File: src/rtl/instr_fetch_unit.sv
// Fetch stage: owns the PC and keeps at most one instruction-memory request outstanding.
// It hands each returned word to decode with its PC and PC+4, and drops wrong-path data after a redirect.
module instr_fetch_unit #(
  parameter logic [31:0] RESET_PC = 32'h0000_0000
) (
  input  logic        clk,
  input  logic        rst_n,
  output logic        imem_req,
  output logic [31:0] imem_addr,
  input  logic        imem_ready,
  input  logic        imem_rvalid,
  input  logic [31:0] imem_rdata,
  input  logic        redirect_valid,
  input  logic [31:0] redirect_target,
  input  logic        id_ready,
  output logic        instr_valid,
  output logic [31:0] instr,
  output logic [31:0] instr_pc,
  output logic [31:0] instr_pc4
);

  localparam logic [1:0] S_FETCH   = 2'd0;
  localparam logic [1:0] S_WAIT    = 2'd1;
  localparam logic [1:0] S_HOLD    = 2'd2;
  localparam logic [1:0] S_DISCARD = 2'd3;

  localparam logic [31:0] ALIGN_MASK = 32'hFFFF_FFFC;

  logic [1:0]  state_q, state_d;
  logic [31:0] pc_q, pc_d;
  logic [31:0] instr_q, instr_d;
  logic [31:0] ipc_q, ipc_d;
  logic [31:0] ipc4_q, ipc4_d;
  logic        valid_q, valid_d;
  logic        run_q;

  logic [31:0] target;
  logic [31:0] pc_plus4;

  assign target   = redirect_target & ALIGN_MASK;
  assign pc_plus4 = pc_q + 32'd4;

  // run_q holds off the first request until one edge after reset release.
  assign imem_req    = run_q && (state_q == S_FETCH);
  assign imem_addr   = pc_q & ALIGN_MASK;
  assign instr_valid = valid_q;
  assign instr       = instr_q;
  assign instr_pc    = ipc_q;
  assign instr_pc4   = ipc4_q;

  always_comb begin
    state_d = state_q;
    pc_d    = pc_q;
    instr_d = instr_q;
    ipc_d   = ipc_q;
    ipc4_d  = ipc4_q;
    valid_d = valid_q;
    case (state_q)
      S_FETCH: begin
        if (redirect_valid) pc_d = target;
        // A request accepted alongside a redirect is wrong-path: wait out its response.
        if (run_q && imem_ready) state_d = redirect_valid ? S_DISCARD : S_WAIT;
      end
      S_WAIT: begin
        if (redirect_valid) begin
          pc_d    = target;
          state_d = imem_rvalid ? S_FETCH : S_DISCARD;
        end else if (imem_rvalid) begin
          instr_d = imem_rdata;
          ipc_d   = pc_q;
          ipc4_d  = pc_plus4;
          pc_d    = pc_plus4;
          valid_d = 1'b1;
          state_d = S_HOLD;
        end
      end
      S_HOLD: begin
        if (redirect_valid) begin
          pc_d    = target;
          valid_d = 1'b0;
          state_d = S_FETCH;
        end else if (id_ready) begin
          valid_d = 1'b0;
          state_d = S_FETCH;
        end
      end
      S_DISCARD: begin
        if (redirect_valid) pc_d = target;
        if (imem_rvalid) state_d = S_FETCH;
      end
      default: state_d = S_FETCH;
    endcase
  end

  always_ff @(posedge clk or negedge rst_n) begin
    if (!rst_n) begin
      state_q <= S_FETCH;
      pc_q    <= RESET_PC & ALIGN_MASK;
      instr_q <= 32'h0;
      ipc_q   <= 32'h0;
      ipc4_q  <= 32'h0;
      valid_q <= 1'b0;
      run_q   <= 1'b0;
    end else begin
      state_q <= state_d;
      pc_q    <= pc_d;
      instr_q <= instr_d;
      ipc_q   <= ipc_d;
      ipc4_q  <= ipc4_d;
      valid_q <= valid_d;
      run_q   <= 1'b1;
    end
  end

endmodule

File: config.mk
export PLATFORM = sky130hd
export DESIGN_NAME = instr_fetch_unit
export DESIGN_NICKNAME = d
export VERILOG_FILES = /design/src/rtl/instr_fetch_unit.sv
export SDC_FILE = /design/constraint.sdc
export NUM_CORES = 1
export LEC_CHECK = 0
export CORE_UTILIZATION = 45
export DETAILED_ROUTE_END_ITERATION = 6
export PLACE_DENSITY = 0.88
export SLEW_MARGIN = 30
export SYNTH_ARGS = -nofsm -noshare
export SYNTH_HDL_FRONTEND = slang
export SYNTH_SLANG_ARGS = --single-unit
File: constraint.sdc
create_clock -name clk -period 3.8 [get_ports clk]
set_clock_uncertainty 0.2 [all_clocks]
set_input_delay 0.95 -clock clk [delete_from_list [all_inputs] [get_ports clk]]
set_output_delay 0.95 -clock clk [all_outputs]
set_load 0.02 [all_outputs]
==> flow_metrics.py <==
metrics = {
    "critical_path": {
        "crit_path_max_fanout": 10,
        "reg2reg_slack_ns": 1.08,
        "rr_endpoint": "instr_pc4[20]",
        "reg2reg_depth": 5,
        "cp-end-kind": "output port",
        "cp.required_ns": 2.65,
        "cp.arrival_ns": 1.74,
        "cp-start-kind": "flip-flop",
        "critical_path_class": "flip-flop to output port",
        "timing.rr.start": "pc_q[6]",
    },
    "route": {
        "firstDrtPassIters": 4,
        "wl_met3_mm": 1.07,
        "wl_met1_mm": 6.38,
        "drc": 0,
        "wirelength_mm": 15.4,
        "top_layer_used": "met4",
        "dr_total_vias": 4964,
        "wl_per_cell_um": 15.3,
        "detailedRoute.firstIterationViolations": 283,
        "viasPerCell": 4.94,
        "postRouteAntennaNets": 0,
        "met2WireLength_mm": 7.65,
    },
    "place": {
        "port_buffers": 191,
        "dpl_worst_slack_ns": 0.674,
        "finalWeightedCongestion": 0.785,
        "post_dp_cell_area_sq_um": 7800,
        "hpwl_mm": 10.6,
    },
    "yosys": {
        "synth_enable_flop_cells": 0,
        "syn_area_sq_um": 5790,
        "synth.yosys.seq_area_share": 0.545,
        "yosysWarnings": 0,
        "synth.ff_latch_count": 126,
        "synthCells": 642,
        "postSynth.asyncResetShare": 1.00,
        "syn_area_per_cell_sq_um": 9.01,
        "synthFlopType": "dfrtp_1",
        "ys_types": 39,
    },
    "clock_tree": {
        "clock_sinks": 126,
        "cts_root_buf": "clkbuf_16",
        "holdBufCountCts": 0,
        "insertion_delay_ns": 0.42,
        "htreeDepth": 4,
        "post_cts_buffers": 0,
        "cts_tree": "done",
        "cts_buffer_depth": 2,
        "cts-buffers-inserted": 17,
        "clk_pin_slew_ns": 0.05,
        "cts.repair.resized": 0,
    },
    "die": {
        "io_pins": 200,
        "initial_core_util": 0.460,
        "fp.dieArea_sq_um": 13300,
        "die_height_um": 115,
        "core_sq_um": 12600,
        "num_rows": 41,
        "die_w_um": 115,
    },
    "sta": {
        "fin_tns_setup_ns": 0,
        "setup-violations-final": 0,
        "setup_ws_ns": 0.911,
        "post-route-min-period_ns": 2.89,
        "fin_crit_sh": 0.760,
        "max_freq_mhz": 346,
        "finalMaxSlewViolations": 0,
        "rsz0062_at_grt": "false",
        "relSlewSlack": 0.461,
        "tightest_slew_ns": 0.809,
        "hold_violations": 0,
    },
    "power": {
        "clockPowerShare": 0.271,
        "combPwrFrac": 0.382,
        "p_leak_nw": 3.76,
        "total_power_mw": 6.32,
        "swShare": 0.349,
        "p_seq_frac": 0.346,
        "power.switching_mw": 2.20,
        "max-vdd-ir-drop_uv": 398,
        "power_density_nw_per_um2": 749,
        "internal_power_mw": 4.12,
    },
    "global_route": {
        "grt_usage": 0.239,
        "grt_max_degree": 101,
        "grt_antenna_before_repair": 0,
        "grt-ovfl-total": 0,
        "first_global_vias": 4739,
        "grt_pass1_wl_mm": 23.9,
    },
    "hold_path": {
        "worstHoldPathCells": 2,
        "hp-class": "flip-flop to flip-flop",
        "whs_endpoint": "instr_pc4[3]",
        "worst_hold_startpoint": "instr_pc4[3]",
    },
    "cells_and_area": {
        "finish.utilization": 0.671,
        "fin_area_sq_um": 8440,
        "antenna_cells": 0,
        "drive_gt1_frac": 0.0768,
        "area_delta_synth_final_pct": 45.8,
        "mostFrequentLayoutCell": "nand2_1",
        "most-common-layout-cells": "nand2_1 (248), clkdlybuf4s50_1 (189), dfrtp_1 (126), o21ai_0 (45)",
        "fill_cells": 954,
        "nNetsFinal": 891,
    },
    "outcome": {
        "status": "finished clean",
    },
    "job": {
        "maxCapViolations": 0,
    },
}
[cells by family after synthesis]
kind of cell,share of synthesized area
buffers and inverters,0.0432
flip-flops,0.545
adder cells (fa/ha/maj),0.00216
AND/OR/NAND/NOR,0.261
AO/OA/AOI/OAI,0.0668
multiplexers,0.00173
XOR/XNOR,0.0787
other,0.00130
[how the worst max path moves through the flow]
stage | start | to | cells after the start
after global placement | imem_rvalid | instr_pc4[4] | 6
final | state_q[0] | imem_req | 2
after CTS | state_q[0] | imem_req | 2
after floorplan | redirect_valid | instr[25] | 7
after global routing | state_q[0] | imem_req | 2
after detailed placement | imem_rvalid | instr_pc4[12] | 6
[Yosys cell counts, types with 3 or more instances]
cell type,n,share of area
nor3_1,3,0.0026
clkbuf_1,24,0.016
xnor2_1,26,0.039
nand3_1,13,0.011
and3_1,4,0.0043
a21oi_1,11,0.0095
or3_1,5,0.0054
o21ai_0,45,0.039
nor4_4,4,0.015
buf_2,12,0.010
dfrtp_1,126,0.54
nor2_1,27,0.018
inv_1,4,0.0026
xor2_1,26,0.039
nand2_1,249,0.16
o21ai_1,8,0.0069
buf_4,10,0.013
nor3_2,4,0.0069
nand4_1,10,0.011
and4_1,3,0.0045
[final cells by class]
| class | count | area, sq um | share of cell area |
|---|---|---|---|
| Clock buffer | 18 | 439 | 0.0520 |
| Timing Repair Buffer | 202 | 2010 | 0.238 |
| Clock inverter | 14 | 193 | 0.0228 |
| Inverter | 4 | 15.0 | 0.00178 |
| Multi-Input combinational cell | 469 | 2420 | 0.286 |
| Tap cell | 172 | 215 | 0.0255 |
| Sequential cell | 126 | 3150 | 0.374 |
[per-layer routing]
metal,global-route usage,vias up
met5,0,-
met4,0.0952,0
met1,0.295,2367
met3,0.0675,22
li1,-,2420
met2,0.395,155
[through the flow]
stage / instances / hold WS, ns
floorplan: 647 / 0.315
global placement: 973 / 0.257
detailed placement: 973 / 0.261
CTS: 1005 / 0.275
global route: 1005 / 0.290
finish: 1005 / 0.270
[power groups by stage]
stage	registers [mW]	clock network (mW)	logic, mW
final	2.19	1.72	2.42
after global routing	2.26	1.81	2.60
after CTS	2.19	1.75	2.45
after detailed placement	2.20	0	2.43
after global placement	2.18	0	2.38
after floorplan	2.79	0	0.519
[state kept, by name (all words and copies together) (netlist names)]
name,count
instr,32
instr_pc4,30
instr_pc,30
pc_q,30
state_q,2
instr_valid,1
run_q,1
[worst max-delay path: stages, from the launching register on]
cell	delay, ns
dfrtp_1	0.47
nor3b_1	0.22
clkdlybuf4s50_1	0.63
No activity file was read; power rests on OpenSTA's default activity.
